==> src/rtl/timer16_if.sv <==
// CPU-side register bus for the timer16 peripheral: decode enable, strobes,
// register offset and the two data paths.
interface timer16_if;
    logic       ce;
    logic       wren;
    logic       rden;
    logic [3:0] addr;
    logic [7:0] data_in;
    logic [7:0] data_out;

    modport master (
        output ce, wren, rden, addr, data_in,
        input  data_out
    );

    modport slave (
        input  ce, wren, rden, addr, data_in,
        output data_out
    );
endinterface

==> src/rtl/timer16.sv <==
// 16-bit down-counting timer with 8-bit prescaler, auto-reload or one-shot mode,
// sticky overflow flag and active-low interrupt, mapped as 16 byte registers.
module timer16 #(
    parameter logic [7:0]  PRESC_RST  = 8'hFF,
    parameter logic [15:0] RELOAD_RST = 16'hFFFF
) (
    input  logic      clk,
    input  logic      rst_n,
    timer16_if.slave  bus,
    output logic      irq_n,
    output logic      ovf_pulse
);

    localparam logic [3:0] A_CTRL     = 4'h0;
    localparam logic [3:0] A_PRESC    = 4'h1;
    localparam logic [3:0] A_RELOAD_L = 4'h2;
    localparam logic [3:0] A_RELOAD_H = 4'h3;
    localparam logic [3:0] A_COUNT_L  = 4'h4;
    localparam logic [3:0] A_COUNT_H  = 4'h5;
    localparam logic [3:0] A_STATUS   = 4'h6;

    logic        en_r;
    logic        auto_r;
    logic        irq_en_r;
    logic [7:0]  presc_r;
    logic [7:0]  presc_cnt_r;
    logic [15:0] reload_r;
    logic [15:0] count_r;
    logic [7:0]  shadow_r;
    logic        ovf_r;
    logic        ovf_pulse_r;

    logic        wr_s;
    logic        rd_s;
    logic        wr_ctrl_s;
    logic        wr_presc_s;
    logic        wr_rel_l_s;
    logic        wr_rel_h_s;
    logic        wr_status_s;
    logic        rd_count_l_s;
    logic        tick_s;
    logic        underflow_s;
    logic        en_rise_s;

    assign wr_s         = bus.ce & bus.wren;
    assign rd_s         = bus.ce & bus.rden;
    assign wr_ctrl_s    = wr_s & (bus.addr == A_CTRL);
    assign wr_presc_s   = wr_s & (bus.addr == A_PRESC);
    assign wr_rel_l_s   = wr_s & (bus.addr == A_RELOAD_L);
    assign wr_rel_h_s   = wr_s & (bus.addr == A_RELOAD_H);
    assign wr_status_s  = wr_s & (bus.addr == A_STATUS);
    assign rd_count_l_s = rd_s & (bus.addr == A_COUNT_L);

    assign tick_s      = en_r & (presc_cnt_r == 8'h00);
    // A RELOAD_H write on the tick edge takes priority, so it also suppresses underflow.
    assign underflow_s = tick_s & (count_r == 16'h0000) & ~wr_rel_h_s;
    assign en_rise_s   = wr_ctrl_s & bus.data_in[0] & ~en_r;

    // Control, prescaler and reload registers written by the CPU.
    always_ff @(posedge clk or negedge rst_n) begin
        if (!rst_n) begin
            en_r     <= 1'b0;
            auto_r   <= 1'b0;
            irq_en_r <= 1'b0;
            presc_r  <= PRESC_RST;
            reload_r <= RELOAD_RST;
        end else begin
            if (wr_ctrl_s) begin
                en_r     <= bus.data_in[0];
                auto_r   <= bus.data_in[1];
                irq_en_r <= bus.data_in[2];
            end else if (underflow_s && !auto_r) begin
                en_r <= 1'b0;
            end
            if (wr_presc_s) begin
                presc_r <= bus.data_in;
            end
            if (wr_rel_l_s) begin
                reload_r[7:0] <= bus.data_in;
            end
            if (wr_rel_h_s) begin
                reload_r[15:8] <= bus.data_in;
            end
        end
    end

    // Prescaler and main down-counter.
    always_ff @(posedge clk or negedge rst_n) begin
        if (!rst_n) begin
            presc_cnt_r <= PRESC_RST;
            count_r     <= RELOAD_RST;
        end else begin
            if (wr_rel_h_s || en_rise_s) begin
                presc_cnt_r <= presc_r;
            end else if (tick_s) begin
                presc_cnt_r <= presc_r;
            end else if (en_r) begin
                presc_cnt_r <= presc_cnt_r - 8'd1;
            end

            if (wr_rel_h_s) begin
                count_r <= {bus.data_in, reload_r[7:0]};
            end else if (tick_s) begin
                if (count_r != 16'h0000) begin
                    count_r <= count_r - 16'd1;
                end else if (auto_r) begin
                    count_r <= reload_r;
                end else begin
                    count_r <= 16'h0000;
                end
            end
        end
    end

    // Overflow flag, underflow pulse and COUNT_H shadow capture.
    always_ff @(posedge clk or negedge rst_n) begin
        if (!rst_n) begin
            ovf_r       <= 1'b0;
            ovf_pulse_r <= 1'b0;
            shadow_r    <= 8'h00;
        end else begin
            if (underflow_s) begin
                ovf_r <= 1'b1;
            end else if (wr_status_s && bus.data_in[0]) begin
                ovf_r <= 1'b0;
            end
            ovf_pulse_r <= underflow_s;
            if (rd_count_l_s) begin
                shadow_r <= count_r[15:8];
            end
        end
    end

    assign irq_n     = ~(ovf_r & irq_en_r);
    assign ovf_pulse = ovf_pulse_r;

    // Register read mux; idle bus reads as zero.
    always_comb begin
        bus.data_out = 8'h00;
        if (rd_s) begin
            case (bus.addr)
                A_CTRL:     bus.data_out = {5'b00000, irq_en_r, auto_r, en_r};
                A_PRESC:    bus.data_out = presc_r;
                A_RELOAD_L: bus.data_out = reload_r[7:0];
                A_RELOAD_H: bus.data_out = reload_r[15:8];
                A_COUNT_L:  bus.data_out = count_r[7:0];
                A_COUNT_H:  bus.data_out = shadow_r;
                A_STATUS:   bus.data_out = {7'b0000000, ovf_r};
                default:    bus.data_out = 8'h00;
            endcase
        end else begin
            bus.data_out = 8'h00;
        end
    end

endmodule

==> src/flat_wrapper.sv <==
// flat-port wrapper written by rule: the top's interface ports become plain ports
module timer16_flat 
#(
    parameter logic [7:0]  PRESC_RST  = 8'hFF,
    parameter logic [15:0] RELOAD_RST = 16'hFFFF
)
  (clk, rst_n, irq_n, ovf_pulse, bus_ce, bus_wren, bus_rden, bus_addr, bus_data_in, bus_data_out);
  timer16_if bus_i ();
  input  logic clk;
  input  logic rst_n;
  output logic irq_n;
  output logic ovf_pulse;
  input wire logic [$bits(bus_i.ce)-1:0] bus_ce;
  input wire logic [$bits(bus_i.wren)-1:0] bus_wren;
  input wire logic [$bits(bus_i.rden)-1:0] bus_rden;
  input wire logic [$bits(bus_i.addr)-1:0] bus_addr;
  input wire logic [$bits(bus_i.data_in)-1:0] bus_data_in;
  output wire logic [$bits(bus_i.data_out)-1:0] bus_data_out;
  assign bus_i.ce = bus_ce;
  assign bus_i.wren = bus_wren;
  assign bus_i.rden = bus_rden;
  assign bus_i.addr = bus_addr;
  assign bus_i.data_in = bus_data_in;
  assign bus_data_out = bus_i.data_out;
  timer16 #(.PRESC_RST(PRESC_RST), .RELOAD_RST(RELOAD_RST)) u_core (.clk(clk), .rst_n(rst_n), .bus(bus_i), .irq_n(irq_n), .ovf_pulse(ovf_pulse));
endmodule
==> config.mk <==
export PLATFORM = sky130hd
export DESIGN_NAME = timer16_flat
export DESIGN_NICKNAME = d
export VERILOG_FILES = /design/src/rtl/timer16_if.sv /design/src/rtl/timer16.sv /design/src/flat_wrapper.sv
export SDC_FILE = /design/constraint.sdc
export NUM_CORES = 1
export LEC_CHECK = 0
export CAP_MARGIN = 20
export CORE_MARGIN = 4
export CORE_UTILIZATION = 45
export DETAILED_ROUTE_END_ITERATION = 8
export PLACE_DENSITY = 0.61
export SKIP_LAST_GASP = 1
export SLEW_MARGIN = 20
export SYNTH_ARGS = -nofsm -noshare
export SYNTH_HDL_FRONTEND = slang
export SYNTH_SLANG_ARGS = --single-unit
==> constraint.sdc <==
create_clock -name clk -period 2.5 [get_ports clk]
set_clock_uncertainty 0.05 [all_clocks]
set_input_delay 0.625 -clock clk [delete_from_list [all_inputs] [get_ports clk]]
set_output_delay 0.625 -clock clk [all_outputs]
set_load 0.01 [all_outputs]
==> metrics.txt <==
post-layout net count=449; Residual DRC=0; cells along the critical path=buf_8, mux2_4, a22o_1, a222oi_1, nor2_1, buf_2; Finished Core Util=58.3%; post-DP HPWL=7.87 mm; CTS sink cnt=61; DIE WIDTH=97.3 um; status=complete, no violations; Yosys top cell area share=35.2%; min Tclk post-route=2.50 ns; Tcrit/Tclk final=99.9%; Initial Utilization=46.4%; core area=0.00773 mm2; post-DR wirelength/cell=19.7 um; Layout Cells excl Fill=535; post-synth top area cell=dfstp_2; vias post-DR=3164; H-tree Lvls=3; I/O Buffers=26; vias per cell=5.91; cts hold-fix bufs=0; clock slew at reported path FFs=0.07 ns; Gate Count Post-Synth=362; required time worst endpoint=1.82 ns; row count=32; met2 GRT Util=34.4%; dpl ws=-0.888 ns; CTS root buffer=clkbuf_8; initial antenna violation count=0; synthesis-stage register bit count=61; Syn-to-layout area delta=25.6%; setup repair after global routing missed its margin=yes; n_diodes=0; # IOs=27; Total Neg Setup Slack=0 ns; CTS tree=yes; CP Capture Type=primary output; GPL Wtd Cong=0.925; CTS buffer count=9; GRT Util Overall=23.3%; Initial DRT Pass Iterations=7; Most Used Layer, Global Route=met2; # setup viols final=0; WP data arrival=1.82 ns; Synth Flop Type=dfstp_2; Critical Path Fanout Max=6; Final Slew Violations=0; Area contributors post-synth=dfstp_2 (35%), mux2_2 (10%), dfrtp_1 (9.1%); Placed Instances=517; die area=0.00946 mm2; Post-Route WL=10.6 mm; Max Cap Viol=0; register area share after synthesis=44.3%; worst min-delay path class=primary input to async pin; leakage=0.00190 uW; layout cells sized above 1=41.1%; Synth async-reset ratio=100%; Worst Slack Setup Final=0.00164 ns; Critical Path Source Type=primary input; grt ovf=0; clk buf depth=2; Synth Cell Area=0.00358 mm2; Chip Height=97.3 um; EDFF count, synth=0; pwr dens=716 mW/mm2; Max Freq=0.400 GHz; max incr delay on CP=0.33 ns; met1 usage=32.7%; R2R cell count=8; Max rail drop VDD=0.000420 V; Synth Area per Inst=9.90 um2; Slowest cell on crit path=a222oi_1; 1st-iter DRT viols=311; vias in the first global route=3247; first-pass GRT wire length=17.5 mm; Crit Path Class=primary input to primary output; met3 Use GR=7.11%; Yosys Warn Count=0; Mapped Nets=383; clock latency on the worst-skew pair=0.35 ns; largest net degree at the start of global routing=41; headroom to the max-slew limit=59.3%; Hold Vio Cnt, Final=0; Netlist cell types=59; Least-Margin Pin Slew=0.608 ns; ANT nets after route=0
-- worst max-delay path: cells and delay by family --
| family | cells | cell delay [ns] |
|---|---|---|
| buf+inv | 2 | 0.26 |
| simple gates | 1 | 0.09 |
| mux | 1 | 0.29 |
| compound gates | 2 | 0.55 |
-- final cells by class --
class                   count  area (um2)
well taps                 102         128
fillers                   657        3230
inverters                  16        60.1
flip-flops and latches     61        1590
clock buffers              12         155
repair buffers             74         626
multi-input cells         266        1920
clock inverters             4        22.5
-- cell usage after synthesis, drive strengths merged, types with 7 or more instances --
cell type	n
nor3	7
clkbuf	13
dfstp	48
nand2	50
a21oi	14
nand3	13
o21ai	15
or3	8
mux2	33
nor4	14
nor2	15
dfrtp	13
inv	16
-- path summary, 6_finish.rpt --
path / slack (ns) / from / to
worst max-delay path: 0.002 / bus_addr[1] / bus_data_out[6]
worst min-delay path: 0.20 / rst_n / u_core.shadow_r[1]$_DFFE_PN0P_
worst max register to register: 0.22 / u_core.count_r[0]$_DFFE_PN1P_ / u_core.count_r[14]$_DFFE_PN1P_
worst min register to register: 0.43 / u_core.reload_r[10]$_DFFE_PN1P_ / u_core.reload_r[10]$_DFFE_PN1P_
max in group asynchronous: 1.55 / rst_n / u_core.count_r[11]$_DFFE_PN1P_
min in group clk: 0.43 / u_core.reload_r[10]$_DFFE_PN1P_ / u_core.reload_r[10]$_DFFE_PN1P_
-- cell usage in the layout, fill, tap and decap left out, types with 3 or more instances in the layout --
cell type / Yosys / final
nand4_1: 4 / 4
mux2_2: 33 / 29
mux2_4: 0 / 4
nand2_1: 50 / 49
nor3_1: 7 / 7
a22oi_1: 3 / 3
o21ai_0: 14 / 13
inv_1: 16 / 15
a221o_1: 5 / 5
ha_1: 4 / 4
a222oi_1: 6 / 6
mux2i_1: 4 / 4
clkbuf_8: 0 / 11
dfstp_2: 48 / 48
clkdlybuf4s50_1: 0 / 12
buf_2: 5 / 9
buf_6: 1 / 8
o22ai_1: 4 / 4
a311oi_1: 3 / 3
clkinv_2: 0 / 3
dfrtp_1: 13 / 13
a211oi_1: 3 / 3
or3_1: 6 / 6
o311ai_0: 4 / 3
a31oi_1: 3 / 3
nor2_1: 15 / 14
a22o_1: 5 / 5
buf_4: 0 / 39
a21oi_1: 14 / 13
and2_1: 4 / 3
o31ai_1: 3 / 3
nand3_1: 13 / 12
nor4_1: 13 / 13
-- sequential cells by signal, summed over array words and instances, names as in the netlist --
name / count
u_core.ovf_r: 1
u_core.presc_r: 8
u_core.reload_r: 16
u_core.count_r: 16
u_core.irq_en_r: 1
u_core.presc_cnt_r: 8
u_core.auto_r: 1
u_core.shadow_r: 8
u_core.en_r: 1
u_core.ovf_pulse: 1
-- kinds of logic (layout without fill, tap and decap cells) --
| logic type | count (synthesis) | count (layout) | share of synthesized area (%) |
|---|---|---|---|
| buffers and inverters | 35 | 106 | 4.05 |
| flip-flops | 61 | 61 | 44.3 |
| multiplexers | 39 | 39 | 12.7 |
| AO/OA/AOI/OAI | 87 | 87 | 17.6 |
| AND/OR/NAND/NOR | 133 | 133 | 19.2 |
| adder cells (fa/ha/maj) | 4 | 4 | 1.40 |
| XOR/XNOR | 3 | 3 | 0.733 |
-- timing repair --
action / in CTS / in global routing
resized for setup: 67 / 11
buffers inserted: 5 / 3
endpoints found under the setup margin: 16 / 13
pin swaps: 15 / 10
-- where the power goes --
| part | switching [uW] | internal (uW) |
|---|---|---|
| sequential | 283 | 1350 |
| combinational | 363 | 419 |
| clock | 396 | 409 |
| total | 1040 | 2180 |
-- stage by stage --
step / area, um2 / hold slack (ns) / power, uW
final: 4500 / 0.198 / 3220
after global routing: 4500 / 0.224 / 3420
after CTS: 4490 / 0.205 / 3230
after detailed placement: 4250 / 0.416 / 2400
after global placement: 4250 / 0.408 / 2380
after floorplan: 3580 / 0.279 / 2050
-- metal layers --
| metal | vias up | part of all wire (%) |
|---|---|---|
| met5 | - | 0 |
| met4 | 0 | 1.8 |
| met3 | 22 | 8.1 |
| met2 | 142 | 45 |
| met1 | 1485 | 45 |
| li1 | 1515 | - |
Note: power is estimated with default switching activity, not from simulation.
